===== src/rtl/rail_sequencer.sv =====
// Power-rail sequencer: brings rails up in order with a per-rail pg debounce and
// timeout, and takes them down in reverse order at fixed spacing.
module rail_sequencer #(
    parameter int N_RAILS   = 5,
    parameter int CNT_W     = 16,
    parameter int TIMEOUT   = 16000,
    parameter int SETTLE    = 400,
    parameter int OFF_DELAY = 400
) (
    input  logic               sysclk,
    input  logic               reset,
    input  logic               enable,
    input  logic [N_RAILS-1:0] pg,
    output logic [N_RAILS-1:0] rail_en,
    output logic               all_good,
    output logic               fault,
    output logic [2:0]         fault_rail,
    output logic [2:0]         state
);

    typedef enum logic [2:0] {
        S_OFF   = 3'd0,
        S_RAMP  = 3'd1,
        S_RUN   = 3'd2,
        S_SHUT  = 3'd3,
        S_FAULT = 3'd4
    } state_t;

    localparam logic [CNT_W-1:0] TO_LAST  = CNT_W'(TIMEOUT - 1);
    localparam logic [CNT_W-1:0] SETTLE_C = CNT_W'(SETTLE);
    localparam logic [CNT_W-1:0] OD_LAST  = CNT_W'(OFF_DELAY - 1);
    localparam logic [2:0]       LAST_IDX = 3'(N_RAILS - 1);

    state_t             state_q, state_n;
    logic [N_RAILS-1:0] rail_en_n;
    logic               fault_n;
    logic [2:0]         fault_rail_n, idx_q, idx_n, idx_p1;
    logic [CNT_W-1:0]   timer_q, timer_n, timer_inc;
    logic [CNT_W-1:0]   settle_q, settle_n, settle_inc;
    logic               settled, low_found, any_found;
    logic [2:0]         low_idx, any_idx, hi_idx;

    assign timer_inc  = (&timer_q)  ? timer_q  : timer_q  + CNT_W'(1);
    assign settle_inc = (&settle_q) ? settle_q : settle_q + CNT_W'(1);
    assign settled    = pg[idx_q] && (settle_inc >= SETTLE_C);
    assign idx_p1     = idx_q + 3'd1;

    // Lowest dropped rail below idx (ramp) and over all rails (run); highest enabled rail.
    always_comb begin
        low_found = 1'b0;
        low_idx   = '0;
        any_found = 1'b0;
        any_idx   = '0;
        hi_idx    = '0;
        for (int j = N_RAILS - 1; j >= 0; j--) begin
            if (!pg[j] && (3'(j) < idx_q)) begin
                low_found = 1'b1;
                low_idx   = 3'(j);
            end
            if (!pg[j]) begin
                any_found = 1'b1;
                any_idx   = 3'(j);
            end
        end
        for (int j = 0; j < N_RAILS; j++)
            if (rail_en[j]) hi_idx = 3'(j);
    end

    always_comb begin
        logic go_shut;
        go_shut      = 1'b0;
        state_n      = state_q;
        rail_en_n    = rail_en;
        fault_n      = fault;
        fault_rail_n = fault_rail;
        idx_n        = idx_q;
        timer_n      = timer_inc;
        settle_n     = settle_q;
        case (state_q)
            S_OFF: begin
                rail_en_n = '0;
                idx_n     = '0;
                timer_n   = '0;
                settle_n  = '0;
                if (enable) begin
                    state_n   = S_RAMP;
                    rail_en_n = N_RAILS'(1);
                end
            end
            S_RAMP: begin
                settle_n = pg[idx_q] ? settle_inc : '0;
                if (low_found) begin
                    fault_n      = 1'b1;
                    fault_rail_n = low_idx;
                    go_shut      = 1'b1;
                end else if (settled) begin
                    if (!enable) begin
                        go_shut = 1'b1;
                    end else if (idx_q < LAST_IDX) begin
                        idx_n             = idx_p1;
                        rail_en_n[idx_p1] = 1'b1;
                        timer_n           = '0;
                        settle_n          = '0;
                    end else begin
                        state_n = S_RUN;
                    end
                end else if (timer_q >= TO_LAST) begin
                    fault_n      = 1'b1;
                    fault_rail_n = idx_q;
                    go_shut      = 1'b1;
                end else if (!enable) begin
                    go_shut = 1'b1;
                end
            end
            S_RUN: begin
                if (any_found) begin
                    fault_n      = 1'b1;
                    fault_rail_n = any_idx;
                    go_shut      = 1'b1;
                end else if (!enable) begin
                    go_shut = 1'b1;
                end
            end
            S_SHUT: begin
                if (timer_q >= OD_LAST) begin
                    rail_en_n[idx_q] = 1'b0;
                    timer_n          = '0;
                    if (idx_q == 3'd0) state_n = fault ? S_FAULT : S_OFF;
                    else               idx_n   = idx_q - 3'd1;
                end
            end
            S_FAULT: begin
                rail_en_n = '0;
                timer_n   = '0;
                if (!enable) begin
                    state_n = S_OFF;
                    fault_n = 1'b0;
                end
            end
            default: state_n = S_OFF;
        endcase
        if (go_shut) begin
            state_n  = S_SHUT;
            idx_n    = hi_idx;
            timer_n  = '0;
            settle_n = '0;
        end
    end

    always_ff @(posedge sysclk) begin
        if (reset) begin
            state_q    <= S_OFF;
            rail_en    <= '0;
            all_good   <= 1'b0;
            fault      <= 1'b0;
            fault_rail <= '0;
            idx_q      <= '0;
            timer_q    <= '0;
            settle_q   <= '0;
        end else begin
            state_q    <= state_n;
            rail_en    <= rail_en_n;
            all_good   <= (state_n == S_RUN);
            fault      <= fault_n;
            fault_rail <= fault_rail_n;
            idx_q      <= idx_n;
            timer_q    <= timer_n;
            settle_q   <= settle_n;
        end
    end

    assign state = state_q;

endmodule

===== config.mk =====
export PLATFORM = sky130hd
export DESIGN_NAME = rail_sequencer
export DESIGN_NICKNAME = d
export VERILOG_FILES = /design/src/rtl/rail_sequencer.sv
export SDC_FILE = /design/constraint.sdc
export NUM_CORES = 1
export LEC_CHECK = 0
export CAP_MARGIN = 20
export CELL_PAD_IN_SITES_DETAIL_PLACEMENT = 0
export CELL_PAD_IN_SITES_GLOBAL_PLACEMENT = 1
export CORE_ASPECT_RATIO = 1.5
export CORE_MARGIN = 4
export CORE_UTILIZATION = 40
export DETAILED_ROUTE_END_ITERATION = 16
export GPL_ROUTABILITY_DRIVEN = 0
export PLACE_DENSITY_LB_ADDON = 0.1
export SLEW_MARGIN = 20
export SYNTH_ARGS = -nofsm -noshare
export SYNTH_HDL_FRONTEND = slang
export SYNTH_SLANG_ARGS = --single-unit

===== constraint.sdc =====
create_clock -name sysclk -period 2.8 [get_ports sysclk]
set_clock_uncertainty 0.1 [all_clocks]
set_input_delay 0.28 -clock sysclk [delete_from_list [all_inputs] [get_ports sysclk]]
set_output_delay 0.28 -clock sysclk [all_outputs]
set_load 0.1 [all_outputs]

==> insert_results.sql, run 1 <==
INSERT INTO impl_metrics (metric_group, metric, value, unit) VALUES
('timing', 'timing.final.ws_setup', '0.0418', 'ns'),
('global_routing', 'grt_first_pass_wirelength', '16100', 'µm'),
('final_layout', 'area.growth.synth_to_final', '40.0', '%'),
('yosys', 'number_of_synthesized_flops_with_an_enable_pin', '0', ''),
('place', 'dp_cells', '610', ''),
('yosys', 'synth.ff_latch_count', '48', ''),
('global_routing', 'most_used_layer_global_route', 'met2', ''),
('outcome', 'run_status', 'finished, final reports clean', ''),
('timing', 'finalWorstPathRequiredPeriod', '2.76', 'ns'),
('yosys', 'synthesis.instances', '442', ''),
('yosys', 'yosysMostFrequentCell', 'nor2_1', ''),
('floorplan', 'die_x', '82.3', 'µm'),
('yosys', 'yosysSeqAreaShare', '29.0', '%'),
('yosys', 'postSynthAreaPerCell', '7.48', 'µm²'),
('yosys', 'syn_std_cell_area', '0.00331', 'mm²'),
('yosys', 'yosysTopAreaCell', 'dfxtp_1', ''),
('floorplan', 'die_area', '0.00982', 'mm²'),
('worst_setup_path', 'cp_data_required_time', '2.93', 'ns'),
('yosys', 'yosys-top-cells-area', 'dfxtp_1 29%, nor2_1 6.2%, a21oi_1 6.1%', ''),
('final_layout', 'drive_above_1_share', '31.3', '%'),
('cts', 'cts_hold_repair.buffers', '0', ''),
('worst_setup_path', 'worstPathArrival', '2.89', 'ns'),
('global_routing', 'number_of_antenna_violations_at_the_first_check_in_global_routing', '0', ''),
('place', 'detailedPlacementHpwl', '7280', 'µm'),
('global_routing', 'grtUsageMet3', '3.48', '%'),
('route', 'wire_per_inst', '16.4', 'µm'),
('floorplan', 'core_area', '0.00806', 'mm²'),
('worst_setup_path', 'critical_path_class', 'register to register', ''),
('route', 'num_vias', '3580', ''),
('worst_setup_path', 'critical_path.max_fanout', '5', ''),
('global_routing', 'grt_use_met1', '25.5', '%'),
('timing', 'fmaxAchievable', '363', 'MHz'),
('floorplan', 'initial_utilization', '41.1', '%'),
('cts', 'cts-htree-levels', '2', ''),
('yosys', 'ys.warnings.count', '0', ''),
('worst_hold_path', 'hold-path-cell-count', '2', ''),
('final_layout', 'antenna-diode-count', '0', ''),
('worst_setup_path', 'cp-start-kind', 'register', ''),
('cts', 'clockRootBuffer', 'clkbuf_16', ''),
('timing', 'max-slew-margin-rel', '59.5', '%'),
('global_routing', 'grt_max_degree', '21', ''),
('worst_hold_path', 'worst_hold_path_type', 'register to register', ''),
('worst_setup_path', 'setup.reg_to_reg.worst_slack', '0.04', 'ns'),
('cts', 'clock_sink_count', '48', ''),
('cts', 'cts_buffers', '5', ''),
('worst_setup_path', 'reg2reg_to', 'fault_rail[2]$_SDFFE_PP0P_', ''),
('power', 'power-per-cell-area', '715', 'mW/mm²'),
('yosys', 'netlist.area_leader.share', '29.0', '%'),
('route', 'detail_route.wirelength', '10400', 'µm'),
('flow_run', 'maxCapViolCount', '0', ''),
('final_layout', 'seq_area', '980', 'µm²'),
('worst_hold_path', 'min_to', 'fault_rail[2]$_SDFFE_PP0P_', ''),
('final_layout', 'finish.net_count', '543', ''),
('worst_setup_path', 'element_type_at_the_critical_path_end', 'register', ''),
('place', 'place.port_buffers', '20', ''),
('worst_setup_path', 'launch_point_of_the_worst_path', 'settle_q[9]$_SDFFE_PP0P_', ''),
('yosys', 'async_flop_share', '0', '%'),
('floorplan', 'fp-row-count', '40', ''),
('route', 'initialDrtViolationCount', '214', ''),
('final_layout', 'final_cells', '635', ''),
('final_layout', 'multiInputGateArea', '0.00241', 'mm²'),
('power', 'peakVddDrop', '452', 'µV'),
('cts', 'ctsLongestPathBuffers', '2', ''),
('cts', 'cts_tree', 'done', ''),
('timing', 'report.final.hold_viol_count', '0', ''),
('yosys', 'net_count_of_the_mapped_netlist', '456', ''),
('route', 'detail_route.first_pass.iterations', '4', ''),
('route', 'routed_via_density', '5.64', ''),
('timing', 'final_min_period_over_clock_period', '98.5', '%'),
('route', 'detail_route.drc_violations', '0', ''),
('global_routing', 'grt.total_usage', '20.9', '%');
==> power by group <==
group          total [mW]  switching, mW  internal, mW
logic                1.80           1.10         0.700
clock network       0.685          0.265         0.420
registers           0.827         0.0800         0.747
total                3.31           1.44          1.87
==> cell type report <==
| cell class | instances | share of cell area, % |
|---|---|---|
| multi-input cells | 357 | 52.0 |
| well taps | 105 | 2.84 |
| repair buffers | 104 | 19.4 |
| inverters | 13 | 1.05 |
| clock buffers | 6 | 2.78 |
| clock inverters | 2 | 0.757 |
| flip-flops and latches | 48 | 21.2 |
==> cells by family after synthesis <==
logic type	Yosys count	synth area share [%]
AOI/OAI and AO/OA	113	22.1
xor gates and xnor gates	15	3.97
adders and majority gates	6	2.27
buffers and inverters	37	5.33
DFF	48	29.0
muxes	9	2.72
and+or+nand+nor	214	34.6
==> registers in the layout (all words and copies together) (netlist names) <==
register    flops
settle_q       16
timer_q        16
rail_en         5
fault_rail      3
idx_q           3
state           3
all_good        1
fault           1
==> through the flow <==
step / TNS [ns] / hold slack [ns] / utilization, % / cell area, µm² / power [mW]
4_1_cts: -0.0402 / 0.365 / 53.7 / 4330 / 3.17
3_5_place_dp: -2.13 / 0.355 / 50.1 / 4030 / 2.44
2_1_floorplan: 0 / 0.336 / - / 3330 / 1.93
3_3_place_gp: -2.00 / 0.347 / 50.1 / 4030 / 2.43
5_1_grt: -1.38 / 0.377 / 57.5 / 4630 / 3.49
6_report: 0 / 0.362 / 57.5 / 4630 / 3.31
==> critical path, cell delays in order, from the launching register on <==
cell and delay [ns]:
dfxtp_2 0.34, buf_4 0.13, and3_1 0.17, buf_4 0.15
a41oi_4 0.21, nand2_1 0.11, o221a_4 0.31, buf_4 0.15
nor4_4 0.32, o21ai_2 0.09, or4_1 0.47, a21oi_1 0.13
==> timing repair <==
| action | in CTS | in global routing |
|---|---|---|
| buffers inserted | 6 | 8 |
| cloned | 0 | 3 |
| resized for setup | 18 | 40 |
| pin swaps | 6 | 17 |
| setup endpoints to repair | 27 | 45 |
==> cells in the final DEF, fill, tap and decap left out, types with 7 or more instances in the layout <==
| cell | Yosys | layout |
|---|---|---|
| a21oi_1 | 40 | 36 |
| buf_4 | 1 | 86 |
| clkbuf_16 | 0 | 8 |
| clkdlybuf4s50_1 | 0 | 7 |
| dfxtp_1 | 48 | 35 |
| dfxtp_2 | 0 | 12 |
| inv_1 | 12 | 12 |
| mux2i_1 | 9 | 7 |
| nand2_1 | 41 | 41 |
| nand2b_1 | 8 | 8 |
| nand3_1 | 29 | 28 |
| nand4_1 | 11 | 11 |
| nor2_1 | 55 | 53 |
| nor2_4 | 10 | 10 |
| nor2b_1 | 7 | 7 |
| nor3_1 | 16 | 16 |
| o21ai_0 | 22 | 21 |
| xor2_1 | 8 | 8 |
==> worst max path at each step <==
stage / endpoint / slack (ns) / depth (start not counted)
6_report: fault_rail[2]$_SDFFE_PP0P_ / 0.04 / 11
5_1_grt: settle_q[7]$_SDFFE_PP0P_ / -0.1 / 9
4_1_cts: idx_q[0]$_SDFFE_PP0P_ / -0.02 / 11
3_5_place_dp: fault_rail[2]$_SDFFE_PP0P_ / -0.17 / 10
3_3_place_gp: fault_rail[2]$_SDFFE_PP0P_ / -0.16 / 10
2_1_floorplan: fault_rail[2]$_SDFFE_PP0P_ / 0.001 / 9
==> metal layers <==
| metal | vias to the layer above | routed length, µm |
|---|---|---|
| li1 | 1783 | - |
| met5 | - | 0 |
| met3 | 21 | 420 |
| met1 | 1695 | 4400 |
| met2 | 81 | 5330 |
| met4 | 0 | 238 |
Power figures use the tool's default switching activity.
==> run 2, diff against run 1 <==
--- a/config.mk
+++ b/config.mk
@@ -5,15 +5,17 @@
 export SDC_FILE = /design/constraint.sdc
 export NUM_CORES = 1
 export LEC_CHECK = 0
+export ABC_AREA = 1
 export CAP_MARGIN = 20
 export CELL_PAD_IN_SITES_DETAIL_PLACEMENT = 0
 export CELL_PAD_IN_SITES_GLOBAL_PLACEMENT = 1
 export CORE_ASPECT_RATIO = 1.5
 export CORE_MARGIN = 4
-export CORE_UTILIZATION = 40
+export CORE_UTILIZATION = 38
 export DETAILED_ROUTE_END_ITERATION = 16
 export GPL_ROUTABILITY_DRIVEN = 0
 export PLACE_DENSITY_LB_ADDON = 0.1
+export REMOVE_ABC_BUFFERS = 1
 export SLEW_MARGIN = 20
 export SYNTH_ARGS = -nofsm -noshare
 export SYNTH_HDL_FRONTEND = slang
==> insert_results.sql, run 2 <==
INSERT INTO impl_metrics (metric_group, metric, value, unit) VALUES
('floorplan', 'fp-row-count', '41', ''),
('yosys', 'number_of_synthesized_flops_with_an_enable_pin', '0', ''),
('final_layout', 'commonest_non_fill_non_tap_cell_in_the_layout', 'nand2_1', ''),
('route', 'num_vias', '3436', ''),
('timing', 'slew_at_the_pin_closest_to_its_max_slew_limit', '0.518', 'ns'),
('yosys', 'postSynthAreaPerCell', '6.41', 'µm²'),
('cts', 'cts.reportedPaths.clkPinSlew', '0.07', 'ns'),
('worst_setup_path', 'worstPathArrival', '2.64', 'ns'),
('worst_setup_path', 'element_type_at_the_critical_path_end', 'register', ''),
('timing', 'finalWorstPathRequiredPeriod', '2.52', 'ns'),
('cts', 'cts_tree', 'done', ''),
('final_layout', 'final_cells', '661', ''),
('route', 'detail_route.wirelength', '9460', 'µm'),
('yosys', 'syn_std_cell_area', '0.00335', 'mm²'),
('global_routing', 'grt_pass1_vias', '3373', ''),
('final_layout', 'reg.largest.list', 'settle_q x16, timer_q x16, rail_en x5', ''),
('global_routing', 'grt_first_pass_wirelength', '16100', 'µm'),
('worst_setup_path', 'cp_data_required_time', '2.92', 'ns'),
('worst_setup_path', 'cp-start-kind', 'register', ''),
('yosys', 'ys.warnings.count', '0', ''),
('route', 'initialDrtViolationCount', '168', ''),
('worst_setup_path', 'worst-path-buf-inv', '1', ''),
('global_routing', 'grt_remaining_overflow', '0', ''),
('place', 'place.port_buffers', '20', ''),
('timing', 'timing_max_transition_violations_final', '0', ''),
('floorplan', 'floorplan.io_pins', '21', ''),
('power', 'cellLeakagePower', '1.56', 'nW'),
('worst_setup_path', 'critPathMaxStageDelay', '0.40', 'ns'),
('yosys', 'synthAdderAreaFrac', '2.24', '%'),
('yosys', 'yosys-top-cells-area', 'dfxtp_1 29%, nand2_1 13%, nor2_1 8.5%', ''),
('place', 'detailedPlacementHpwl', '7400', 'µm'),
('cts', 'postCtsSetupBuffers', '0', ''),
('route', 'postRouteAntennaNets', '0', ''),
('yosys', 'synth.ff_latch_count', '48', ''),
('floorplan', 'initial_utilization', '39.3', '%'),
('place', 'dp_cells', '653', ''),
('timing', 'hold_slack', '0.390', 'ns'),
('yosys', 'post_synthesis_simple_gate_area_fraction', '39.9', '%'),
('power', 'peakVddDrop', '560', 'µV'),
('yosys', 'yosys.area_share.xor_xnor', '3.92', '%'),
('yosys', 'synth_cell_types', '45', ''),
('timing', 'max-slew-margin-rel', '65.0', '%'),
('timing', 'setup_viol_count_final', '0', ''),
('final_layout', 'antenna-diode-count', '0', ''),
('power', 'power-per-cell-area', '981', 'mW/mm²'),
('final_layout', 'area.growth.synth_to_final', '15.7', '%'),
('floorplan', 'die_area', '0.0104', 'mm²'),
('worst_setup_path', 'critical_path.most_common_cell', 'nand3_1', ''),
('global_routing', 'grt_max_degree', '17', ''),
('yosys', 'yosysTopAreaCell', 'dfxtp_1', ''),
('yosys', 'commonest_cells_in_the_netlist', '120 x nand2_1, 76 x nor2_1, 58 x inv_1', ''),
('timing', 'final_min_period_over_clock_period', '89.9', '%'),
('cts', 'clkLatencyLatePin', '0.29', 'ns'),
('worst_setup_path', 'worst_path_max_delay_cell', 'dfxtp_1', ''),
('timing', 'finalSetupTns', '0', 'ns'),
('worst_setup_path', 'critical_path_class', 'register to register', ''),
('cts', 'cts_buffers', '5', ''),
('final_layout', 'filler_cell_count', '955', ''),
('global_routing', 'number_of_antenna_violations_at_the_first_check_in_global_routing', '0', ''),
('yosys', 'synth-compound-area-share', '15.3', '%'),
('worst_setup_path', 'cell_breakdown_of_the_critical_path', 'ha_1, nand3_2, inv_2, nand3_1, o21ai_1, nand3_1, nor2_1, nand3_2, nand3_1, nand2_1, nand2_2, nand3_4, a21oi_1', ''),
('timing', 'fmaxAchievable', '397', 'MHz'),
('global_routing', 'grt.total_usage', '19.4', '%'),
('yosys', 'synthesis.instances', '522', ''),
('timing', 'report.final.hold_viol_count', '0', ''),
('final_layout', 'most-common-layout-cells', '119 x nand2_1, 76 x nor2_1, 58 x inv_1, 47 x dfxtp_1, 40 x nand3_1', ''),
('cts', 'ctsLongestPathBuffers', '2', ''),
('yosys', 'netlist.area_leader.share', '28.7', '%'),
('floorplan', 'floorplan.die.height', '123', 'µm'),
('cts', 'cts_hold_repair.buffers', '0', ''),
('yosys', 'yosysSeqAreaShare', '28.7', '%'),
('cts', 'cts-htree-levels', '2', ''),
('final_layout', 'finish.net_count', '567', ''),
('route', 'detail_route.first_pass.iterations', '4', ''),
('final_layout', 'drive_above_1_share', '14.6', '%'),
('outcome', 'run_status', 'finished, final reports clean', ''),
('cts', 'clockRootBuffer', 'clkbuf_16', ''),
('floorplan', 'core_area', '0.00852', 'mm²'),
('route', 'detail_route.drc_violations', '0', ''),
('worst_setup_path', 'top_cell_family_by_delay_on_the_critical_path', 'simple AND/OR/NAND/NOR gates', ''),
('power', 'design_power_total', '3.80', 'mW'),
('cts', 'clock_sink_count', '48', ''),
('timing', 'rsz0062_at_grt', 'no', ''),
('route', 'wire_per_inst', '14.3', 'µm'),
('worst_hold_path', 'worst_hold_path_type', 'register to register', ''),
('worst_setup_path', 'setup.reg_to_reg.worst_slack', '0.28', 'ns'),
('yosys', 'synthFlopType', 'dfxtp_1', ''),
('worst_setup_path', 'critical_path.max_fanout', '16', ''),
('yosys', 'yosysMostFrequentCell', 'nand2_1', ''),
('yosys', 'muxShareOfSynthArea', '0.299', '%'),
('floorplan', 'die_x', '84.6', 'µm'),
('yosys', 'combinational_family_with_the_most_area_after_synthesis', 'simple AND/OR/NAND/NOR gates', ''),
('route', 'routed_via_density', '5.20', ''),
('yosys', 'async_flop_share', '0', '%'),
('flow_run', 'maxCapViolCount', '0', '');
-- run 2: changes by cell type after synthesis, sizes merged, moves of 6 or more --
cell,previous run,this run
nand2,41,128
nor2,65,85
mux2i,9,1
nand4,12,19
nand3,30,44
nand2b,8,0
and3,6,0
nor4,8,2
inv,12,66
nor2b,7,0
clkbuf,12,3
and4,7,0
-- run 2: where the power goes --
| group | internal, mW | switching [mW] | leakage (nW) | total [mW] |
|---|---|---|---|---|
| combinational | 0.592 | 1.62 | 1.09 | 2.21 |
| clock | 0.420 | 0.263 | 0.0808 | 0.683 |
| sequential | 0.787 | 0.121 | 0.390 | 0.908 |
| total | 1.80 | 2.00 | 1.56 | 3.80 |
-- run 2: metal layers --
metal	vias to the layer above	share of wire [%]	global-route usage, %
met5	-	0	0
met4	0	2.3	8.42
met3	16	3.4	2.33
met2	70	50	33.8
met1	1575	45	23.9
li1	1775	-	-
-- run 2: path summary, 6_finish.rpt --
check | start | endpoint | cells past startpoint
worst min-delay path | rail_en[0]$_SDFFE_PP0P_ | rail_en[0]$_SDFFE_PP0P_ | 2
worst max-delay path | settle_q[0]$_SDFFE_PP0P_ | timer_q[6]$_SDFF_PP0_ | 13
worst min register to register | rail_en[0]$_SDFFE_PP0P_ | rail_en[0]$_SDFFE_PP0P_ | 2
worst max register to register | settle_q[0]$_SDFFE_PP0P_ | timer_q[6]$_SDFF_PP0_ | 13
-- run 2: timing repair --
item                                   4_1_cts  5_1_grt
setup endpoints to repair                    0       34
gates resized for setup                      0        3
endpoints found under the hold margin        0        0
-- run 2: cell type report --
type	instances	area [µm²]	share of cell area, %
sequential	48	962	24.8
multi-input combinational	395	2070	53.6
tap	107	134	3.46
timing repair buffer	36	288	7.43
clock inverter	2	35.0	0.904
clock buffer	6	129	3.33
inverter	67	251	6.49
-- run 2: worst reg2reg max path, delay by kind of cell (launching register included) --
family | cells | cell delay [ns]
flip-flops | 1 | 0.40
buffers and inverters | 1 | 0.10
AO/OA/AOI/OAI | 2 | 0.37
adder cells (fa/ha/maj) | 1 | 0.21
AND/OR/NAND/NOR | 9 | 1.27
-- run 2: kinds of logic (layout without fill, tap and decap cells) --
logic type,after synthesis,in the layout
flops,48,48
compound gates,80,80
simple gates,293,293
fa+ha+maj,6,6
mux,1,1
xor+xnor,15,15
buf+inv,79,111
-- run 2: metrics by stage --
stage          util [%]  setup slack [ns]  instance area [µm²]
2_1_floorplan         -            -0.235                 3280
3_3_place_gp       43.5             0.125                 3700
3_5_place_dp       43.5            0.0927                 3700
4_1_cts            45.4            0.0872                 3860
5_1_grt            45.5          0.000891                 3870
6_report           45.5             0.284                 3870
